### config.mk
export PLATFORM = sky130hd
export DESIGN_NAME = wt_dcache_inval_queue
export DESIGN_NICKNAME = d
export VERILOG_FILES = /design/src/rtl/wt_dcache_inval_queue.sv
export SDC_FILE = /design/constraint.sdc
export NUM_CORES = 1
export LEC_CHECK = 0
export BUFFER_PORTS_ARGS = -buffer_cell sky130_fd_sc_hd__clkbuf_2
export CORE_MARGIN = 5
export CORE_UTILIZATION = 58
export CTS_CLUSTER_SIZE = 24
export DETAILED_ROUTE_END_ITERATION = 7
export PLACE_DENSITY_LB_ADDON = 0.08
export RECOVER_POWER = 50
export SYNTH_ARGS = -nofsm -noshare
export SYNTH_HDL_FRONTEND = slang
export SYNTH_SLANG_ARGS = --single-unit
### constraint.sdc
create_clock -name clk_i -period 4.6 [get_ports clk_i]
set_input_delay 0.23 -clock clk_i [delete_from_list [all_inputs] [get_ports clk_i]]
set_output_delay 0.23 -clock clk_i [all_outputs]
set_load 0.01 [all_outputs]
### src/rtl/wt_dcache_inval_queue.sv
// Invalidation request queue: buffers (base line, line count) requests from the bus and
// replays them one line at a time to the dcache invalidation unit. Optional macro: WT_DCACHE_INVQ_PERF_EN.
module wt_dcache_inval_queue #(
    parameter int unsigned PLEN       = 56,
    parameter int unsigned LINE_OFF_W = 4,
    parameter int unsigned DEPTH      = 4,
    parameter int unsigned CNT_W      = 4
) (
    input  logic                  clk_i,
    input  logic                  rst_ni,
    input  logic                  bus_inv_vld_i,
    output logic                  bus_inv_rdy_o,
    input  logic [PLEN-1:0]       bus_inv_paddr_i,
    input  logic [CNT_W-1:0]      bus_inv_nlines_i,
    output logic                  bus_inv_done_o,
    output logic                  mem_inv_req_vld_o,
    output logic [PLEN-1:0]       mem_inv_paddr_o,
    input  logic                  mem_inv_ack_i,
    output logic                  busy_o
`ifdef WT_DCACHE_INVQ_PERF_EN
    ,
    output logic [31:0]           perf_lines_o
`endif
);

    localparam int unsigned LINE_W = PLEN - LINE_OFF_W;
    localparam int unsigned PTR_W  = $clog2(DEPTH);

    // state    | meaning
    // ST_EMPTY | nothing to issue, request valid low
    // ST_ISSUE | presenting head line (base + line_cnt_q) to the inval unit
    typedef enum logic {
        ST_EMPTY,
        ST_ISSUE
    } state_e;

    state_e state_q, state_d;

    logic [PTR_W:0]      wr_ptr_q, rd_ptr_q, rd_ptr_inc;
    logic [LINE_W-1:0]   line_mem_q   [DEPTH];
    logic [CNT_W-1:0]    nlines_mem_q [DEPTH];
    logic [CNT_W-1:0]    line_cnt_q, line_cnt_d;
    logic                done_q;

    logic                empty, full, push, pop, fire, last_line, empty_after_pop;
    logic [LINE_W-1:0]   head_line, line_addr;
    logic [CNT_W-1:0]    head_nlines;
    logic                unused_offset;

    assign empty = (wr_ptr_q == rd_ptr_q);
    assign full  = (wr_ptr_q[PTR_W-1:0] == rd_ptr_q[PTR_W-1:0]) &&
                   (wr_ptr_q[PTR_W] != rd_ptr_q[PTR_W]);

    assign bus_inv_rdy_o = ~full;
    assign push          = bus_inv_vld_i & ~full;

    assign head_line   = line_mem_q[rd_ptr_q[PTR_W-1:0]];
    assign head_nlines = nlines_mem_q[rd_ptr_q[PTR_W-1:0]];
    assign last_line   = (line_cnt_q == head_nlines);

    // Line index wraps inside the line-address field; nothing carries past it.
    assign line_addr   = head_line + LINE_W'(line_cnt_q);

    assign fire = (state_q == ST_ISSUE) & mem_inv_ack_i;
    assign pop  = fire & last_line;

    assign rd_ptr_inc      = rd_ptr_q + 1'b1;
    assign empty_after_pop = (rd_ptr_inc == wr_ptr_q) & ~push;

    // Byte offset is meaningless for a line invalidation.
    assign unused_offset = ^bus_inv_paddr_i[LINE_OFF_W-1:0];

    always_ff @(posedge clk_i) begin
        if (push) begin
            line_mem_q[wr_ptr_q[PTR_W-1:0]]   <= bus_inv_paddr_i[PLEN-1:LINE_OFF_W];
            nlines_mem_q[wr_ptr_q[PTR_W-1:0]] <= bus_inv_nlines_i;
        end
    end

    always_ff @(posedge clk_i or negedge rst_ni) begin
        if (!rst_ni) begin
            state_q    <= ST_EMPTY;
            wr_ptr_q   <= '0;
            rd_ptr_q   <= '0;
            line_cnt_q <= '0;
            done_q     <= 1'b0;
        end else begin
            state_q    <= state_d;
            line_cnt_q <= line_cnt_d;
            done_q     <= pop;
            if (push) wr_ptr_q <= wr_ptr_q + 1'b1;
            if (pop)  rd_ptr_q <= rd_ptr_inc;
        end
    end

    always_comb begin
        state_d           = state_q;
        line_cnt_d        = line_cnt_q;
        mem_inv_req_vld_o = 1'b0;
        unique case (state_q)
            ST_EMPTY: begin
                // Entering on the push itself gives the one-cycle bus-to-mem latency.
                if (!empty || push) state_d = ST_ISSUE;
            end
            ST_ISSUE: begin
                mem_inv_req_vld_o = 1'b1;
                if (mem_inv_ack_i) begin
                    if (last_line) begin
                        line_cnt_d = '0;
                        if (empty_after_pop) state_d = ST_EMPTY;
                    end else begin
                        line_cnt_d = line_cnt_q + 1'b1;
                    end
                end
            end
            default: state_d = ST_EMPTY;
        endcase
    end

    assign mem_inv_paddr_o = mem_inv_req_vld_o ? {line_addr, {LINE_OFF_W{1'b0}}} : '0;
    assign bus_inv_done_o  = done_q;
    assign busy_o          = ~empty | done_q;

`ifdef WT_DCACHE_INVQ_PERF_EN
    logic [31:0] perf_lines_q;

    always_ff @(posedge clk_i or negedge rst_ni) begin
        if (!rst_ni) begin
            perf_lines_q <= '0;
        end else if (fire && (perf_lines_q != 32'hFFFF_FFFF)) begin
            perf_lines_q <= perf_lines_q + 32'd1;
        end
    end

    assign perf_lines_o = perf_lines_q;
`endif

endmodule
==> flow_summary.ini <==
[job]
max_cap_violations = 0

[drt]
ant_nets = 0
vias = 6117
dr.pass1.iters = 7
drtIter0Drc = 470
wl_per_cell_um = 21.9
viasPerCell = 5.99
drt_wl_total_um = 22400
route.detailed.drc = 0

[floorplanning]
core_region_area_um2 = 17300
num_rows = 48
initial_core_util = 0.593
die_area_um2 = 20400
die_w_um = 143
pin_count = 124
die_y_um = 143

[pwr]
power.switching_w = 0.00276
pwr-share-comb = 0.385
p_clk_frac = 0.233
power_density_nw_per_um2 = 654
power.share.sequential = 0.381
p_int_w = 0.00533
p_leak_nw = 4.23
switching_share = 0.341
ir_drop_v = 0.000539

[timing]
relSlewSlack = 0.0240
finalWorstSetupSlack_ns = 0.242
period_needed_ns = 4.36
setup_viol = 0
hold_viol = 0
setup_tns_ns = 0
whs_ns = 0.0450
fmax_ghz = 0.229
rsz0062_at_grt = false
slew_violations = 0
period_share = 0.947
worst_slew_pin_slew_ns = 1.46
clock_skew_ns = 0.00510

[logic_synthesis]
syn_area_um2 = 10300
yosys_warnings = 0
synthMuxAreaShare = 0.130
synth_area_leaders = edfxtp_1 66%, mux4_2 11%, dfrtp_1 2.9%
async_reset_ff_frac = 0.0508
synth_edf_count = 224
ys_seq_area_frac = 0.685
postSynthAreaPerCell_um2 = 17.3
synth_top_area_frac = 0.656
synthXorXnorAreaFrac = 0.0350
synth-compound-area-share = 0.0275
ys.flop_type = edfxtp_1
synth.most_common_cell = edfxtp_1
synth_top_family_by_area = multiplexers
yosysTopAreaCell = edfxtp_1
yosys.area_share.simple = 0.0872
yosys.area_share.adder = 0.0142
synthCells = 593
synthTopCellsByCount = 224 x edfxtp_1, 51 x mux4_2, 37 x nor2_1
ys_seq_elements = 236
yosysUniqueCellTypes = 52

[cells_and_area]
stdcell_count = 1021
multi_input_area_um2 = 3050
fillers = 1151
syn2layout_area_growth_pct = 20.5
fin_nets = 857
drive_gt1_frac = 0.216
diodes = 0
regArea_um2 = 7030

[cts]
cts_buffers = 24
cts_tree = yes
cts-root-buf = clkbuf_16
htreeDepth = 1
path_clk_slew_ns = 0.06
cts_setup_buffers = 0
cts_sinks = 236
clockBufferDepth = 3
clk_latency_ns = 0.51

[worst_setup_path]
path_buf_inv = 3
worstSetupStartpointType = flip-flop
rrSetupSlack_ns = 1.20
cp.required_ns = 4.37
crit_chain = buf_4 > mux4_2 > ha_1 > inv_1 > o21bai_2 > nand3_1 > or4_1 > a21oi_1 > clkbuf_2
slowest_stage = dfrtp_1
r2r_start = rd_ptr_q[1]$_DFFE_PN0P_
startpoint = rd_ptr_q[1]$_DFFE_PN0P_
critPathCaptureType = output pin
cpPeakStageDelay_ns = 0.63
worstPathArrival_ns = 4.13
setup.worst_path.class = reg2out
cp_top_family = simple AND/OR/NAND/NOR gates
r2r_end = line_mem_q[0][15]$_DFFE_PP_
worstPathMaxFanout = 21
critPathCapture = mem_inv_paddr_o[29]
rr_worst_depth = 6
cp.depth = 9

[global_routing]
grtUsageTotal = 0.224
grt_pass1_vias = 6355
overflow = 0
grt_pass1_wl_um = 35100
grt_max_degree = 47
antenna_found_initial = 0

[placement]
io_buffer_count = 115
place_congestion = 0.767
place_ws_ns = 0.512
dp.cells = 924
post-dp-hpwl_um = 14700

[run_status]
status = finished, final reports clean

[min_path]
min_path_type = in2reg
## logic make-up (layout without fill, tap and decap cells)
family                   after synthesis  in the layout
flip-flops                           236            236
other                                  1              4
AND/OR/NAND/NOR                      161            161
AO/OA/AOI/OAI                         47             47
buffers and inverters                 35            235
XOR/XNOR                              41             41
multiplexers                          61             61
adder cells (fa/ha/maj)               11             11
## per-layer routing
layer | vias to the layer above | wire length [µm] | GRT usage | part of all wire
met5 | - | 0 | 0 | 0
met4 | 0 | 429 | 0.0490 | 0.019
met3 | 38 | 1230 | 0.0311 | 0.055
met2 | 206 | 11500 | 0.388 | 0.51
met1 | 3129 | 9210 | 0.308 | 0.41
li1 | 2744 | - | - | -
## state kept, by name, summed over array words and instances (netlist names)
name,cells
bus_inv_done_o,1
nlines_mem_q,16
line_cnt_q,4
rd_ptr_q,3
line_mem_q,208
wr_ptr_q,3
state_q,1
## worst min path at each step
stage	endpoint	start	slack, ns	depth (start not counted)
3_5_place_dp	bus_inv_done_o$_DFF_PN0_	rst_ni	0.14	1
5_1_grt	line_cnt_q[0]$_DFFE_PN0P_	mem_inv_ack_i	0.05	3
4_1_cts	line_cnt_q[0]$_DFFE_PN0P_	mem_inv_ack_i	0.02	3
2_1_floorplan	bus_inv_done_o$_DFF_PN0_	rst_ni	-0.07	0
6_report	line_cnt_q[0]$_DFFE_PN0P_	mem_inv_ack_i	0.05	3
3_3_place_gp	rd_ptr_q[2]$_DFFE_PN0P_	rst_ni	0.12	1
## power by group through the flow
stage | Combinational (W) | Sequential, W | Clock (W)
CTS | 0.00315 | 0.00309 | 0.00193
global placement | 0.00301 | 0.00309 | 0
detailed placement | 0.00309 | 0.00313 | 0
finish | 0.00311 | 0.00308 | 0.00189
floorplan | 0.00216 | 0.00303 | 0
global route | 0.00339 | 0.00313 | 0.00202
## cell type report
class | instances | area share
flip-flops and latches | 236 | 0.569
multi-input cells | 325 | 0.247
repair buffers | 188 | 0.0970
clock buffers | 28 | 0.0516
well taps | 225 | 0.0228
clock inverters | 12 | 0.0104
inverters | 7 | 0.00213
## timing repair
action,CTS,global route
setup endpoints to repair,2,3
cloned,0,0
endpoints found under the hold margin,236,0
resized for setup,1,3
hold buffers,57,0
## worst register-to-register path: stages, from the launching register on
cell and delay (ns):
dfrtp_1 0.63, buf_4 0.34, xor2_1 0.20, nor2_1 0.07
nand2_1 0.15, and3_1 1.17, buf_4 0.49
## layout by cell type (no fill, tap or decap), drive strengths merged, types with 4 or more instances in the layout
cell,instances
xnor2,19
nor3,5
ha,10
clkinv,8
and3,7
o21ai,12
and4,5
o31ai,7
mux2i,4
buf,16
nand3,14
nand4,18
or3,9
dlygate4sd3,57
a21oi,19
inv,7
edfxtp,224
conb,4
xor2,22
nand2b,4
or4,9
mux4,56
clkbuf,143
dfrtp,12
nor2,37
nand2,28
and2,10
## stage by stage
stage / utilization / total power (W) / cell area [µm²]
2_1_floorplan: - / 0.00519 / 10300
5_1_grt: 0.714 / 0.00854 / 12400
3_5_place_dp: 0.641 / 0.00621 / 11100
3_3_place_gp: 0.641 / 0.00610 / 11100
4_1_cts: 0.718 / 0.00816 / 12400
6_report: 0.714 / 0.00808 / 12400
No activity file was read; power rests on OpenSTA's default activity.
